File: src/rtl/alu_writeback_stage.sv
// rtl/alu_writeback_stage.sv - ALU writeback stage: 2-entry skid buffer, flag registers, sticky exception
// Optional exception counter enabled by defining EXC_COUNT_EN.
module alu_writeback_stage #(
  parameter int DATA_W = 8,
  parameter int ADDR_W = 3
) (
  input  logic              Clk,
  input  logic              Reset,
  input  logic              in_valid,
  output logic              in_ready,
  input  logic [2:0]        in_op,
  input  logic [DATA_W-1:0] in_result,
  input  logic [1:0]        in_overflow,
  input  logic              in_zf,
  input  logic              in_exp,
  input  logic [ADDR_W-1:0] in_waddr,
  input  logic              wb_stall,
  output logic              wr_en,
  output logic [ADDR_W-1:0] wr_addr,
  output logic [DATA_W-1:0] wr_data,
  output logic [1:0]        flag_ov,
  output logic              flag_z,
  output logic              exc_pending,
  input  logic              exc_clear,
  output logic [7:0]        exc_count
);

  typedef enum logic {ST_RUN = 1'b0, ST_EXCEPT = 1'b1} state_t;

  state_t state, state_nx;

  logic [2:0]        buf_op     [2];
  logic [DATA_W-1:0] buf_result [2];
  logic [1:0]        buf_ov     [2];
  logic              buf_zf     [2];
  logic              buf_exp    [2];
  logic [ADDR_W-1:0] buf_waddr  [2];

  logic       wr_ptr, rd_ptr;
  logic [1:0] count;

  logic head, accept, drain, exc_detect, head_writes, head_sets_flags;

  assign head       = (count != 2'd0);
  assign in_ready   = (state == ST_RUN) && (count != 2'd2);
  assign accept     = in_valid && in_ready;
  assign exc_detect = head && (state == ST_RUN) && buf_exp[rd_ptr];
  assign drain      = head && (state == ST_RUN) && !wb_stall && !buf_exp[rd_ptr];

  // Ops 101..111 retire without touching the register file or flags
  assign head_writes     = (buf_op[rd_ptr] <= 3'b100);
  assign head_sets_flags = (buf_op[rd_ptr] == 3'b000) || (buf_op[rd_ptr] == 3'b100);

  assign wr_en   = drain && head_writes;
  assign wr_addr = wr_en ? buf_waddr[rd_ptr]  : '0;
  assign wr_data = wr_en ? buf_result[rd_ptr] : '0;

  always_comb begin
    state_nx = state;
    case (state)
      ST_RUN:    if (exc_detect) state_nx = ST_EXCEPT;
      ST_EXCEPT: if (exc_clear)  state_nx = ST_RUN;
      default:   state_nx = ST_RUN;
    endcase
  end

  always_ff @(posedge Clk) begin
    if (Reset) begin
      state       <= ST_RUN;
      wr_ptr      <= 1'b0;
      rd_ptr      <= 1'b0;
      count       <= 2'd0;
      flag_ov     <= 2'b00;
      flag_z      <= 1'b0;
      exc_pending <= 1'b0;
    end else begin
      state <= state_nx;
      if (exc_detect) begin
        // Flush drops the faulting head, its neighbour and any same-cycle accept
        wr_ptr      <= 1'b0;
        rd_ptr      <= 1'b0;
        count       <= 2'd0;
        exc_pending <= 1'b1;
      end else if (state == ST_EXCEPT) begin
        if (exc_clear) exc_pending <= 1'b0;
      end else begin
        if (accept) begin
          buf_op[wr_ptr]     <= in_op;
          buf_result[wr_ptr] <= in_result;
          buf_ov[wr_ptr]     <= in_overflow;
          buf_zf[wr_ptr]     <= in_zf;
          buf_exp[wr_ptr]    <= in_exp;
          buf_waddr[wr_ptr]  <= in_waddr;
          wr_ptr             <= ~wr_ptr;
        end
        if (drain) begin
          rd_ptr <= ~rd_ptr;
          if (head_sets_flags) begin
            flag_ov <= buf_ov[rd_ptr];
            flag_z  <= buf_zf[rd_ptr];
          end
        end
        case ({accept, drain})
          2'b10:   count <= count + 2'd1;
          2'b01:   count <= count - 2'd1;
          default: count <= count;
        endcase
      end
    end
  end

`ifdef EXC_COUNT_EN
  always_ff @(posedge Clk) begin
    if (Reset)
      exc_count <= 8'h00;
    else if (exc_detect && exc_count != 8'hFF)
      exc_count <= exc_count + 8'h01;
  end
`else
  assign exc_count = 8'h00;
`endif

endmodule
File: config.mk
export PLATFORM = sky130hd
export DESIGN_NAME = alu_writeback_stage
export DESIGN_NICKNAME = d
export VERILOG_FILES = /design/src/rtl/alu_writeback_stage.sv
export SDC_FILE = /design/constraint.sdc
export NUM_CORES = 1
export LEC_CHECK = 0
export BUFFER_PORTS_ARGS = -buffer_cell sky130_fd_sc_hd__buf_2
export CORE_UTILIZATION = 55
export DETAILED_ROUTE_END_ITERATION = 6
export PLACE_DENSITY = 0.82
export SYNTH_ARGS = -nofsm -noshare
export SYNTH_HDL_FRONTEND = slang
export SYNTH_SLANG_ARGS = --single-unit
File: constraint.sdc
create_clock -name Clk -period 4.7 [get_ports Clk]
set_input_delay 0.47 -clock Clk [delete_from_list [all_inputs] [get_ports Clk]]
set_output_delay 0.47 -clock Clk [all_outputs]
set_load 0.01 [all_outputs]
==> impl_results.md <==
* Syn Inst Count at 138
* CTS Buffer Depth at 2
* Clk Latency, worst-skew pair at ~0.36 ns
* Max-Cap Viols at 0
* Global-route wire length before repair at between 5 and 6 mm
* Total core area at roughly 3300 sq um
* Ports at 48
* Unrepaired setup endpoints after global routing: no
* Asr flop ratio synth at 0
* Hold Path Depth at 1
* Root Buffer: clkbuf_4
* Post-CTS Setup Bufs at 0
* 1st-pass router iterations at 4
* Chip height at between 60 and 70 microns
* Ys flop type: edfxtp_1
* Hold slack final at 0.287 ns
* Via density at 5.21
* Fillers at 247
* Clk sink count at 46
* Routed Antenna Nets at 0
* Dominant cell type by area after synthesis: edfxtp_1
* Setup violators final at 0
* Rel. slew slack at 0.428
* Initial DRC count at 51
* # diodes at 0
* Hold_buf cts at 0
* Power density over the cells at around 470 nW/um^2
* Most frequent cell after synthesis: edfxtp_1
* Hold EP: buf_ov[1][1]$_DFFE_PP_
* Drt drc at 0
* CTS Buf Count at 5
* CP required at 4.23 ns
* Final Hold Fails at 0
* Site row count at 21
* Post-synthesis sequential area ratio at 0.671
* R2R setup slack at 1.76 ns
* Largest cells by area after synthesis: edfxtp_1, dfxtp_1, mux2i_1, nor3_1, buf_4
* Fin crit share at 0.666
* Slew @ Worst Pin at approximately 0.86 ns
* Pin count of the biggest net entering global routing at 19
* Fin nets at 202
* Leak at about 0.85 nW
* Initial antenna violation count at 0
* TritonCTS clock tree: yes
* Routed WL per cell at ~15 microns
* GRT overflow at 0
* Total track usage at 0.201
* Kind of critical path: reg2out
* Starting Density at 0.572
* Status: finished, final reports clean
* I/O Buffers at 39
* Critical Path Start Type: register
* CP Data Arrival Time at between 2 and 3 ns
* Fmax at 319 MHz
* Resize count post-CTS at 0
* R2R depth at 6
* Clock skew at 0.0134 ns
* Maximum VDD drop at 0.222 mV
* Post-synthesis cell type count at 29
* Hpwl dp at between 2 and 2.5 mm
* Ratio of cells with drive above 1 in the final layout at 0.324
* RePlAce Congestion at 0.719
* Chip width at 60.9 microns
* Vias in the first global route at 1151
* Setup_tns at 0 ns
* Area share of the largest cell type after synthesis at 0.567
* Yosys reg bits at 46
* Hold/Removal Path Class: in2reg
* Via count at 1173
* Die area at ~3700 sq um
* Reg2Reg Capture Point: count[1]$_SDFFE_PP0P_
* Kind of end point of the critical path: primary output
* Yosys warning count at 0
* DP Cell Count at 217
* Post-synth EDFFs at 36
* Avg Inst Size Synth at 13.8 sq um
* Drt total wl at between 3 and 4 mm
* Final slew viol count at 0
* CP Max Fanout at 16
* Min Tclk post-route at between 3 and 4 ns
* Non-filler cells, final at approximately 230
* Worst-path clk slew at 0.14 ns
* Most frequent cells after synthesis: edfxtp_1, mux2i_1, nor3_1
* Worst hold path startpoint: in_overflow[1]
* Max H-tree Level at 2
* Post-synth design cell area at between 1500 and 2000 sq um
* Area Growth Syn to Fin at 16.8%
[worst max-delay path by stage]
| stage | slack (ns) | cells past startpoint | to |
|---|---|---|---|
| finish | 1.57 | 4 | wr_addr[2] |
| global route | 1.34 | 4 | wr_data[4] |
| CTS | 1.24 | 4 | wr_addr[2] |
| detailed placement | 1.68 | 4 | wr_addr[2] |
| global placement | 1.93 | 4 | wr_data[5] |
| floorplan | 2.08 | 3 | buf_exp[0]$_DFFE_PP_ |
[registers in the layout, indices dropped and copies added (netlist names), named ones only]
signal / count
exc_pending: 1
buf_ov: 4
flag_ov: 2
buf_exp: 2
buf_op: 6
buf_waddr: 6
count: 2
rd_ptr: 1
wr_ptr: 1
buf_result: 16
buf_zf: 2
state: 1
flag_z: 1
[cells by family after synthesis]
family	after synthesis	synth area share
AND/OR/NAND/NOR	38	0.106
multiplexers	20	0.110
buffers and inverters	18	0.0557
other	1	0.00197
AO/OA/AOI/OAI	12	0.0400
XOR/XNOR	2	0.00918
adder cells (fa/ha/maj)	1	0.00656
flip-flops	46	0.671
[cell type report]
| class | instances | area [sq um] | share of cell area |
|---|---|---|---|
| clock buffers | 5 | 37.5 | 0.0168 |
| clock inverters | 3 | 68.8 | 0.0309 |
| inverters | 3 | 11.3 | 0.00505 |
| multi-input cells | 81 | 562 | 0.252 |
| flip-flops and latches | 46 | 1280 | 0.575 |
| well taps | 46 | 57.6 | 0.0258 |
| repair buffers | 41 | 210 | 0.0943 |
[critical path: stages (launching register included)]
cell	delay [ns]
dfxtp_1	0.91
mux2i_1	0.40
nand3_1	0.47
nor3_1	0.36
buf_2	0.18
[cell usage in the layout, fill, tap and decap left out, drive strengths merged, types with 4 or more instances in the layout]
cell     n
buf     41
mux2i   16
mux2     4
nor2b    4
nor2     8
nor3    15
clkbuf   5
dfxtp   10
edfxtp  36
conb     8
a21oi    6
[routing by layer]
layer  global-route usage  vias up  part of all wire
li1                     -      569                 -
met1                0.223      553              0.39
met2                0.336       41              0.54
met3               0.0661       10             0.048
met4                0.120        0             0.025
met5                    0        -                 0
[where the power goes]
part           total (mW)  switching (mW)  internal [mW]
sequential          0.536          0.0403          0.496
combinational       0.208           0.120         0.0879
clock               0.293           0.126          0.166
total                1.04           0.286          0.750
[through the flow]
step / util / power (mW) / instance area, sq um / setup WS, ns
3_5_place_dp: 0.634 / 0.748 / 2120 / 1.68
4_1_cts: 0.666 / 1.04 / 2220 / 1.24
6_report: 0.668 / 1.04 / 2230 / 1.57
5_1_grt: 0.668 / 1.08 / 2230 / 1.34
3_3_place_gp: 0.634 / 0.734 / 2120 / 1.93
2_1_floorplan: - / 0.689 / 1930 / 2.08
No activity file was read; power rests on OpenSTA's default activity.
